## src/rtl/rom_dl_pkg.sv

```systemverilog
// rtl/rom_dl_pkg.sv - shared types and widths for the ROM download scheduler
package rom_dl_pkg;
   localparam int ADDR_W  = 25;
   localparam int WADDR_W = 23;

   typedef struct packed {
      logic              sel;
      logic [ADDR_W-1:0] addr;
      logic [7:0]        data;
   } dl_entry_t;

   typedef enum logic [1:0] {IDLE, ISSUE, WAIT} sched_state_t;
endpackage

```

## src/rtl/rom_dl_fifo.sv

```systemverilog
// rtl/rom_dl_fifo.sv - synchronous FIFO of download entries
// A push on a full FIFO is honoured only when a pop happens in the same cycle.
import rom_dl_pkg::*;

module rom_dl_fifo #(
   parameter int DEPTH = 4
) (
   input  logic      clk,
   input  logic      rst,
   input  logic      push,
   input  logic      pop,
   input  dl_entry_t din,
   output dl_entry_t dout,
   output logic      full,
   output logic      empty
);
   localparam int IW = (DEPTH > 1) ? $clog2(DEPTH) : 1;

   dl_entry_t   mem_q [DEPTH];
   logic [IW:0] wr_ptr_q, wr_ptr_d, rd_ptr_q, rd_ptr_d;
   logic        do_push, do_pop;

   assign empty   = (wr_ptr_q == rd_ptr_q);
   assign full    = (wr_ptr_q[IW] != rd_ptr_q[IW]) && (wr_ptr_q[IW-1:0] == rd_ptr_q[IW-1:0]);
   assign do_push = push && (!full || pop);
   assign do_pop  = pop && !empty;
   assign dout    = mem_q[rd_ptr_q[IW-1:0]];

   always_comb begin
      wr_ptr_d = wr_ptr_q;
      rd_ptr_d = rd_ptr_q;
      if (do_push) wr_ptr_d = wr_ptr_q + (IW+1)'(1);
      if (do_pop)  rd_ptr_d = rd_ptr_q + (IW+1)'(1);
   end

   always_ff @(posedge clk or posedge rst) begin
      if (rst) begin
         wr_ptr_q <= '0;
         rd_ptr_q <= '0;
      end else begin
         wr_ptr_q <= wr_ptr_d;
         rd_ptr_q <= rd_ptr_d;
      end
   end

   always_ff @(posedge clk) begin
      if (do_push) mem_q[wr_ptr_q[IW-1:0]] <= din;
   end
endmodule

```

## src/rtl/rom_dl_sched.sv

```systemverilog
// rtl/rom_dl_sched.sv - queues ROM download bytes and issues them to SDRAM port1/port2
// Optional checksum output is enabled with ROM_DL_CHECKSUM_EN.
import rom_dl_pkg::*;

module rom_dl_sched #(
   parameter logic [ADDR_W-1:0] GFX_BASE   = 25'h10000,
   parameter logic [7:0]        ROM_INDEX  = 8'd0,
   parameter int                FIFO_DEPTH = 4
) (
   input  logic               clk_sys,
   input  logic               reset,
   input  logic               ioctl_downl,
   input  logic [7:0]         ioctl_index,
   input  logic               ioctl_wr,
   input  logic [ADDR_W-1:0]  ioctl_addr,
   input  logic [7:0]         ioctl_dout,
   input  logic               user_reset,
   output logic               port1_req,
   input  logic               port1_ack,
   output logic [WADDR_W-1:0] port1_a,
   output logic [1:0]         port1_ds,
   output logic [15:0]        port1_d,
   output logic               port2_req,
   input  logic               port2_ack,
   output logic [WADDR_W-1:0] port2_a,
   output logic [1:0]         port2_ds,
   output logic [15:0]        port2_d,
   output logic               port_we,
   output logic               dl_busy,
   output logic               ovf,
   output logic               rom_loaded,
   output logic               core_reset
`ifdef ROM_DL_CHECKSUM_EN
   ,
   output logic [15:0]        checksum
`endif
);
   sched_state_t       state_q, state_d;
   dl_entry_t          in_entry, head;
   logic               wr_q, downl_q, seen_q, seen_d;
   logic               accept, downl_rise, pop, fifo_full, fifo_empty;
   logic               p1_req_q, p1_req_d, p2_req_q, p2_req_d, sel_q, sel_d;
   logic [WADDR_W-1:0] p1_a_q, p1_a_d, p2_a_q, p2_a_d;
   logic [1:0]         p1_ds_q, p1_ds_d, p2_ds_q, p2_ds_d;
   logic [15:0]        p1_d_q, p1_d_d, p2_d_q, p2_d_d;
   logic               ovf_q, ovf_d, loaded_q, loaded_d, core_reset_q, core_reset_d;
   logic               port_we_q, port_we_d, busy;
`ifdef ROM_DL_CHECKSUM_EN
   logic [15:0]        csum_q, csum_d;
   assign checksum = csum_q;
`endif

   assign accept       = ioctl_wr && !wr_q && ioctl_downl && (ioctl_index == ROM_INDEX);
   assign downl_rise   = ioctl_downl && !downl_q;
   assign in_entry.sel = (ioctl_addr >= GFX_BASE);
   assign in_entry.addr = in_entry.sel ? (ioctl_addr - GFX_BASE) : ioctl_addr;
   assign in_entry.data = ioctl_dout;
   assign busy         = !fifo_empty || (state_q != IDLE);

   rom_dl_fifo #(.DEPTH(FIFO_DEPTH)) u_fifo (
      .clk(clk_sys), .rst(reset), .push(accept), .pop(pop), .din(in_entry),
      .dout(head), .full(fifo_full), .empty(fifo_empty)
   );

   always_comb begin
      state_d  = state_q;
      pop      = 1'b0;
      sel_d    = sel_q;
      p1_req_d = p1_req_q;  p1_a_d = p1_a_q;  p1_ds_d = p1_ds_q;  p1_d_d = p1_d_q;
      p2_req_d = p2_req_q;  p2_a_d = p2_a_q;  p2_ds_d = p2_ds_q;  p2_d_d = p2_d_q;
      case (state_q)
         // Entering ISSUE on the accept itself gives the two-cycle accept-to-req latency.
         IDLE: if (!fifo_empty || accept) state_d = ISSUE;
         ISSUE: begin
            pop   = 1'b1;
            sel_d = head.sel;
            if (head.sel) begin
               p2_req_d = ~p2_req_q;
               p2_a_d   = head.addr[WADDR_W:1];
               p2_ds_d  = {head.addr[0], ~head.addr[0]};
               p2_d_d   = {head.data, head.data};
            end else begin
               p1_req_d = ~p1_req_q;
               p1_a_d   = head.addr[WADDR_W:1];
               p1_ds_d  = {head.addr[0], ~head.addr[0]};
               p1_d_d   = {head.data, head.data};
            end
            state_d = WAIT;
         end
         WAIT: if (sel_q ? (port2_ack == p2_req_q) : (port1_ack == p1_req_q)) state_d = IDLE;
         default: state_d = IDLE;
      endcase

      seen_d       = seen_q || ioctl_downl;
      ovf_d        = downl_rise ? 1'b0 : (ovf_q || (accept && fifo_full && !pop));
      loaded_d     = downl_rise ? 1'b0 :
                     (loaded_q || (seen_q && !ioctl_downl && fifo_empty && state_q == IDLE));
      core_reset_d = user_reset || !loaded_q || ioctl_downl;
      port_we_d    = ioctl_downl || busy;
`ifdef ROM_DL_CHECKSUM_EN
      csum_d = csum_q;
      if (downl_rise)           csum_d = '0;
      else if (state_q == ISSUE) csum_d = csum_q + {8'd0, head.data};
`endif
   end

   always_ff @(posedge clk_sys or posedge reset) begin
      if (reset) begin
         state_q <= IDLE;  wr_q <= 1'b0;  downl_q <= 1'b0;  seen_q <= 1'b0;  sel_q <= 1'b0;
         p1_req_q <= 1'b0;  p1_a_q <= '0;  p1_ds_q <= '0;  p1_d_q <= '0;
         p2_req_q <= 1'b0;  p2_a_q <= '0;  p2_ds_q <= '0;  p2_d_q <= '0;
         ovf_q <= 1'b0;  loaded_q <= 1'b0;  core_reset_q <= 1'b1;  port_we_q <= 1'b0;
`ifdef ROM_DL_CHECKSUM_EN
         csum_q <= '0;
`endif
      end else begin
         state_q <= state_d;  wr_q <= ioctl_wr;  downl_q <= ioctl_downl;  seen_q <= seen_d;
         sel_q <= sel_d;
         p1_req_q <= p1_req_d;  p1_a_q <= p1_a_d;  p1_ds_q <= p1_ds_d;  p1_d_q <= p1_d_d;
         p2_req_q <= p2_req_d;  p2_a_q <= p2_a_d;  p2_ds_q <= p2_ds_d;  p2_d_q <= p2_d_d;
         ovf_q <= ovf_d;  loaded_q <= loaded_d;  core_reset_q <= core_reset_d;
         port_we_q <= port_we_d;
`ifdef ROM_DL_CHECKSUM_EN
         csum_q <= csum_d;
`endif
      end
   end

   assign port1_req  = p1_req_q;
   assign port1_a    = p1_a_q;
   assign port1_ds   = p1_ds_q;
   assign port1_d    = p1_d_q;
   assign port2_req  = p2_req_q;
   assign port2_a    = p2_a_q;
   assign port2_ds   = p2_ds_q;
   assign port2_d    = p2_d_q;
   assign port_we    = port_we_q;
   assign dl_busy    = busy;
   assign ovf        = ovf_q;
   assign rom_loaded = loaded_q;
   assign core_reset = core_reset_q;
endmodule

```

## config.mk

```make
export PLATFORM = sky130hd
export DESIGN_NAME = rom_dl_sched
export DESIGN_NICKNAME = d
export VERILOG_FILES = /design/src/rtl/rom_dl_pkg.sv /design/src/rtl/rom_dl_fifo.sv /design/src/rtl/rom_dl_sched.sv
export SDC_FILE = /design/constraint.sdc
export NUM_CORES = 1
export LEC_CHECK = 0
export ABC_AREA = 1
export CAP_MARGIN = 20
export CORE_MARGIN = 1.5
export CORE_UTILIZATION = 54
export CTS_CLUSTER_SIZE = 24
export DETAILED_ROUTE_END_ITERATION = 7
export GPL_TIMING_DRIVEN = 0
export PLACE_DENSITY = 0.8
export SETUP_SLACK_MARGIN = 0.1
export SLEW_MARGIN = 20
export SYNTH_ARGS = -nofsm -noshare
export SYNTH_HDL_FRONTEND = slang
export SYNTH_SLANG_ARGS = --single-unit
```

## constraint.sdc

```tcl
create_clock -name clk_sys -period 4.33 [get_ports clk_sys]
set_clock_uncertainty 0.15 [all_clocks]
set_input_delay 0.6495 -clock clk_sys [delete_from_list [all_inputs] [get_ports clk_sys]]
set_output_delay 0.6495 -clock clk_sys [all_outputs]
set_load 0.01 [all_outputs]
```

==> out/results.tsv, run 1 <==
stage	metric	value	unit
global_route	pin count of the biggest net entering global routing	53	
yosys	Warnings, synthesis	0	
sta	FMAX	337	MHz
clock_tree	post-cts resize count	0	
sta	RSZ-0062 raised after global routing	false	
clock_tree	number of H-tree levels	1	
sta	setup ws final	1.36	ns
detailed_routing	vias per inst	5.41	
clock_tree	Clk pin slew, worst setup/hold paths	0.06	ns
cells_and_area	layout cells sized above 1	9.02	%
worst_setup_path	crit end category	primary output	
yosys	simple-gate portion of the synthesized area	15.3	%
yosys	Synth area leaders	edfxtp_1, dfrtp_1, nand2_1, o21ai_0, nor2_1	
worst_setup_path	crit-path cells	buf_2 -> inv_2 -> nand2_1 -> nand2_1 -> nand2_1 -> nor2_1 -> nand2_1 -> clkdlybuf4s50_1	
flow_run	Max Cap Violations	0	
global_route	total grt overflow	0	
place	I/O Buffers	136	
die	# IOs	137	
yosys	multiplexer share of the synthesized area	0	%
detailed_routing	DRC	0	
yosys	syn nets	872	
clock_tree	CTS tree	done	
yosys	Post-Synth XOR/XNOR Area	0.892	%
global_route	GRT Total Usage	24.9	%
worst_hold_path	HP Class	reg2reg	
pwr	Power Density	451	nW/um2
worst_setup_path	CP Class	reg2out	
worst_setup_path	slowest stage delay, CP	0.49	ns
clock_tree	Worst-Skew Late Latency	0.50	ns
detailed_routing	routed len/inst	17.2	um
yosys	Seq/Total Area, Yosys	68.7	%
yosys	Post-synth top cells	nand2_1, edfxtp_1, nor2_1	
status	outcome	finished, final reports clean	
yosys	Unique masters post-synth	28	
yosys	Synth Area in Compound Gates	8.54	%
global_route	initial antenna violation count	0	
worst_setup_path	Top cell by count, worst path	nand2_1	
yosys	async set-or-reset flop fraction in the synthesized netlist	38.9	%
worst_setup_path	Req. time, crit path	3.53	ns
worst_hold_path	worst hold path depth	2	
yosys	Cell Area, Synth	8830	um2
worst_setup_path	startpoint types	register	
pwr	VDD IR max	0.277	mV
die	row cnt	46	
sta	Fin. Hold Viols	0	
detailed_routing	Via Count	6566	
yosys	Syn Inst Count	817	
place	Place WS	1.16	ns
die	Die ar.	17100	um2
worst_setup_path	worst reg2reg path depth	9	
sta	slew margin rel.	54.6	%
yosys	Post-synth EDFFs	132	
clock_tree	Post-CTS Setup Inserts	0	
yosys	synthesized flop and latch total	216	
detailed_routing	ANT nets after route	0	
pwr	Overall Power	5.12	mW
die	Core ar.	15900	um2
global_route	first-pass GRT wire length	32300	um
place	placer congestion estimate	0.830	
sta	post-layout minimum cycle time	2.97	ns
worst_setup_path	CP arrival	2.17	ns
yosys	proportion of netlist area held by the largest area contributor	44.9	%
worst_setup_path	slowest CP cell	clkdlybuf4s50_1	
cells_and_area	synth-to-layout area growth	28.7	%
sta	Worst Tran Pin Value	0.679	ns
yosys	syn avg cell area	10.8	um2
clock_tree	clk sink count	216	
yosys	dominant synthesized flop cell	edfxtp_1	
detailed_routing	First DRT Iteration DRCs	610	
cells_and_area	Layout Nets	1037	
yosys	count leader, synth	nand2_1	
die	Initial Util	55.4	%
detailed_routing	WL final	20900	um
yosys	largest family of logic cells by synthesized area	simple AND/OR/NAND/NOR gates	
place	DP HPWL	14200	um
die	Die W	131	um
global_route	vias in the first global route	6345	
yosys	adder-cell share of the synthesized area	0.992	%
sta	max-slew violations	0	
detailed_routing	First-pass DRT Iterations	5	
die	die height	131	um
yosys	post-synth top area cell	edfxtp_1	
cells_and_area	Antenna Cells	0	
worst_setup_path	Crit Path Max Fanout	9	
clock_tree	CTS Buf Count	22	
clock_tree	Max clock buf depth	3	
clock_tree	Root Driver	clkbuf_16	
clock_tree	hold_buf cts	0	
pwr	leakage	4.72	nW
sta	# setup viols final	0	
cells_and_area	fill count	1128	
sta	fin crit share	68.6	%
-- final cells by class --
class | count | area [um2] | share of cell area (%)
Sequential cell | 216 | 6070 | 53.4
Multi-Input combinational cell | 500 | 2300 | 20.2
Timing Repair Buffer | 141 | 1490 | 13.1
Clock buffer | 31 | 639 | 5.62
Buffer | 50 | 305 | 2.69
Tap cell | 216 | 270 | 2.38
Inverter | 51 | 194 | 1.71
Clock inverter | 9 | 104 | 0.913
-- metal layers --
metal	vias up	GRT usage, %	share of wire, %
met5	-	0	0
met4	0	10.9	2.8
met3	46	3.05	8.4
met2	337	40.2	48
met1	3145	34.5	41
li1	3038	-	-
-- worst max-delay path: cells and delay by family, from the launching register on --
kind | cells | cell delay [ns]
buf+inv | 3 | 0.83
simple gates | 5 | 0.47
flops | 1 | 0.37
-- through the flow --
stage / utilization, % / std cells / cell area, um2 / TNS (ns) / hold slack, ns
6_report: 71.3 / 1214 / 11400 / 0 / 0.330
5_1_grt: 71.3 / 1214 / 11400 / 0 / 0.339
4_1_cts: 71.3 / 1214 / 11400 / 0 / 0.333
3_5_place_dp: 66.7 / 1174 / 10600 / 0 / 0.294
3_3_place_gp: 65.6 / 1169 / 10500 / -34.09 / 0.290
2_1_floorplan: - / 817 / 8830 / 0 / 0.271
-- placed cells by master, fill, tap and decap left out, types with 5 or more instances in the layout --
cell type	instances
ha_1	7
o21ai_0	84
nand2_1	232
dfrtp_1	83
buf_4	18
clkbuf_1	15
clkdlybuf4s50_1	136
nand3_1	19
inv_1	46
o21ai_1	11
xnor2_1	5
clkbuf_16	23
a21oi_1	6
edfxtp_1	132
nor2_1	83
buf_2	16
o21a_1	15
o22ai_1	17
-- cells by family (layout without fill, tap and decap cells) --
family / after synthesis / in the layout
buffers and inverters: 101 / 282
AND/OR/NAND/NOR: 347 / 347
XOR/XNOR: 9 / 9
flip-flops: 216 / 216
adder cells (fa/ha/maj): 7 / 7
AO/OA/AOI/OAI: 137 / 137
-- path summary, 6_finish.rpt --
check	startpoint	to	slack [ns]
setup reg to reg	u_fifo.rd_ptr_q[1]$_DFFE_PP0P_	u_fifo.mem_q[2][29]$_DFFE_PP_	1.49
max in group asynchronous	reset	core_reset$_DFF_PP1_	3.02
hold / removal	seen_q$_DFF_PP0_	seen_q$_DFF_PP0_	0.33
hold reg to reg	seen_q$_DFF_PP0_	seen_q$_DFF_PP0_	0.33
min in group asynchronous	reset	port2_a[5]$_DFFE_PP0P_	0.37
setup / recovery	u_fifo.rd_ptr_q[1]$_DFFE_PP0P_	dl_busy	1.36
-- power by group --
| group | leakage [nW] | internal (mW) | total (mW) | switching (mW) |
|---|---|---|---|---|
| sequential | 2.32 | 2.33 | 2.43 | 0.0962 |
| clock | 0.368 | 1.15 | 1.90 | 0.750 |
| combinational | 2.03 | 0.445 | 0.794 | 0.349 |
-- registers in the layout (all words and copies together), names as in the netlist, 2 cells and up --
register         count
port2_d              8
port1_a             23
port1_d              8
u_fifo.rd_ptr_q      3
u_fifo.mem_q       132
port2_ds             2
state_q              2
port2_a             23
port1_ds             2
u_fifo.wr_ptr_q      3
No activity file was read; power rests on OpenSTA's default activity.
==> inputs of run 2 (changes only) <==
- clock period: 4.33 -> 2.92 ns (I/O delays scaled with it)
==> run 2 against run 1 <==
Wire length up 2.6%. Register-to-register slack worse by 1.2 ns. Sequential share of layout area down 0.45 points. Via count up 0.84%. Sequential cell count unchanged. Final cell count up 0.58%. Global-route usage up 0.31 points.
==> out/results.tsv, run 2 (synthesis results as in run 1) <==
stage	metric	value	unit	change
status	outcome	finished, final reports clean		unchanged
cells_and_area	commonest non-fill, non-tap cell in the layout	nand2_1		unchanged
place	placer congestion estimate	0.830		unchanged
detailed_routing	wl on met1	8880	um	was 8540 um
worst_setup_path	startpoint types	register		unchanged
worst_hold_path	HP Class	in2async		was reg2reg
pwr	Power Density	662	nW/um2	was 451 nW/um2
detailed_routing	met2 wire length	10200	um	was 10,000 um
place	Place WS	-0.0367	ns	was 1.16 ns
die	Core ar.	15900	um2	unchanged
place	DP HPWL	14200	um	unchanged
cells_and_area	fill count	1104		was 1,128
sta	max-slew violations	0		unchanged
sta	FMAX	387	MHz	
worst_setup_path	stages on the worst setup path	9		was 8
worst_setup_path	worst reg2reg path depth	9		unchanged
sta	setup ws final	0.333	ns	was 1.36 ns
sta	fin crit share	88.6	%	
global_route	pin count of the biggest net entering global routing	53		unchanged
worst_setup_path	crit-path cells	buf_2 -> inv_4 -> nand2_1 -> nand2_1 -> nor2_1 -> nand3_1 -> nand3_1 -> nor2_4 -> buf_16		was buf_2 -> inv_2 -> nand2_1 -> nand2_1 -> nand2_1 -> nor2_1 -> nand2_1 -> clkdlybuf4s50_1
sta	Fin. Hold Viols	0		unchanged
detailed_routing	First DRT Iteration DRCs	667		was 610
pwr	leakage	4.78	nW	was 4.72 nW
place	I/O Buffers	136		unchanged
worst_setup_path	Crit Path Max Fanout	15		was 9
worst_setup_path	Req. time, crit path	2.97	ns	was 3.53 ns
flow_run	Max Cap Violations	0		unchanged
clock_tree	Clk pin slew, worst setup/hold paths	0.06	ns	about the same
global_route	GRT Total Usage	25.2	%	was 24.9%
cells_and_area	highest-count cells in the layout ignoring fill and taps	nand2_1, clkdlybuf4s50_1, edfxtp_1		unchanged
die	Die W	131	um	unchanged
die	row cnt	46		unchanged
clock_tree	clk sink count	216		unchanged
sta	slew margin rel.	60.4	%	was 54.6%
clock_tree	number of H-tree levels	1		unchanged
worst_setup_path	crit end category	register		was primary output
clock_tree	Worst-Skew Late Latency	0.50	ns	about the same
worst_setup_path	CP Class	reg2reg		was reg2out
global_route	total grt overflow	0		unchanged
worst_setup_path	slowest stage delay, CP	0.39	ns	was 0.49 ns
global_route	first-pass GRT wire length	32600	um	was 32,300 um
global_route	vias in the first global route	6422		was 6,345
global_route	initial antenna violation count	0		unchanged
clock_tree	hold_buf cts	0		unchanged
worst_setup_path	slowest CP cell	dfrtp_1		was clkdlybuf4s50_1
detailed_routing	First-pass DRT Iterations	5		unchanged
cells_and_area	Largest register FFs	132		unchanged
sta	Worst Tran Pin Value	0.593	ns	was 0.679 ns
clock_tree	Max clock buf depth	3		unchanged
worst_setup_path	CP top delay family	simple AND/OR/NAND/NOR gates		was buffers and inverters
cells_and_area	layout cells sized above 1	9.75	%	was 9.02%
detailed_routing	metal3 WL	1680	um	was 1740 um
detailed_routing	WL final	21400	um	was 20,900 um
cells_and_area	Layout Nets	1044		was 1,037
worst_setup_path	Buf+Inv Stages, Crit Path	3		unchanged
die	# IOs	137		unchanged
cells_and_area	Antenna Cells	0		unchanged
detailed_routing	routed len/inst	17.6	um	was 17.2 um
cells_and_area	synth-to-layout area growth	29.8	%	was 28.7%
clock_tree	CTS Buf Count	22		unchanged
die	die height	131	um	unchanged
detailed_routing	Top Layer Used	met4		unchanged
die	Initial Util	55.4	%	unchanged
detailed_routing	DRC	0		unchanged
sta	# setup viols final	0		unchanged
worst_setup_path	CP arrival	2.64	ns	was 2.17 ns
pwr	VDD IR max	0.412	mV	was 0.277 mV
detailed_routing	vias per inst	5.42		was 5.41
sta	worst hold slack	0.159	ns	was 0.330 ns
clock_tree	Root Driver	clkbuf_16		unchanged
sta	RSZ-0062 raised after global routing	false		unchanged
detailed_routing	Via Count	6621		was 6,566
die	Die ar.	17100	um2	unchanged
clock_tree	CTS tree	done		unchanged
sta	post-layout minimum cycle time	2.59	ns	
detailed_routing	ANT nets after route	0		unchanged
## run 2: changes by cell type in the layout (fill, tap and decap cells not counted), sizes merged
cell,delta
buf,+7
clkdlybuf4s50,-1
dlymetal6s2s,+1
## run 2: report_power, final
part           internal [mW]  leakage [nW]  switching [mW]
logic                  0.659          2.09           0.519
clock network           1.71         0.368            1.11
registers               3.46          2.32           0.141
## run 2: metal layers
metal / vias up / global-route usage (%)
met5: - / 0
met4: 0 / 11.6
met3: 53 / 3.14
met2: 342 / 40.4
met1: 3172 / 34.9
li1: 3054 / -
## run 2: cell type report
type	count	area, um2	area share [%]
tap	216	270	2.36
clock inverter	9	104	0.906
sequential	216	6070	52.9
buffer	50	305	2.66
inverter	51	196	1.71
clock buffer	31	639	5.58
multi-input combinational	500	2300	20.1
timing repair buffer	148	1580	13.8
## run 2: stage by stage
step / instances / setup TNS [ns] / power [mW] / util, % / cell area [um2]
floorplan: 817 / -24.64 / 4.11 / - / 8830
global placement: 1169 / -289.44 / 4.79 / 65.6 / 10500
detailed placement: 1174 / -0.541 / 4.83 / 66.7 / 10600
CTS: 1216 / 0 / 7.63 / 71.6 / 11400
global route: 1221 / 0 / 7.84 / 71.9 / 11500
finish: 1221 / 0 / 7.60 / 71.9 / 11500
## run 2: what timing repair did
action                                  4_1_cts  5_1_grt
setup buffers                                 2        5
endpoints found under the setup margin       15       79
hold endpoints to repair                      0        0
pin swaps                                     1        3
gates resized for setup                       0        3
## run 2: final timing paths
| path | to | slack (ns) | startpoint |
|---|---|---|---|
| setup / recovery | u_fifo.mem_q[2][29]$_DFFE_PP_ | 0.33 | u_fifo.rd_ptr_q[1]$_DFFE_PP0P_ |
| setup reg to reg | u_fifo.mem_q[2][29]$_DFFE_PP_ | 0.33 | u_fifo.rd_ptr_q[1]$_DFFE_PP0P_ |
| hold / removal | port2_a[5]$_DFFE_PP0P_ | 0.16 | reset |
| hold reg to reg | seen_q$_DFF_PP0_ | 0.33 | seen_q$_DFF_PP0_ |
| max in group asynchronous | core_reset$_DFF_PP1_ | 1.82 | reset |
| min in group clk_sys | wr_q$_DFF_PP0_ | 0.32 | ioctl_wr |
==> inputs of run 3 (changes only) <==
- ABC_CLOCK_PERIOD_IN_PS: default -> 2920
==> results of run 3 <==
Final layout, timing and power as in run 2 (identical DEF).
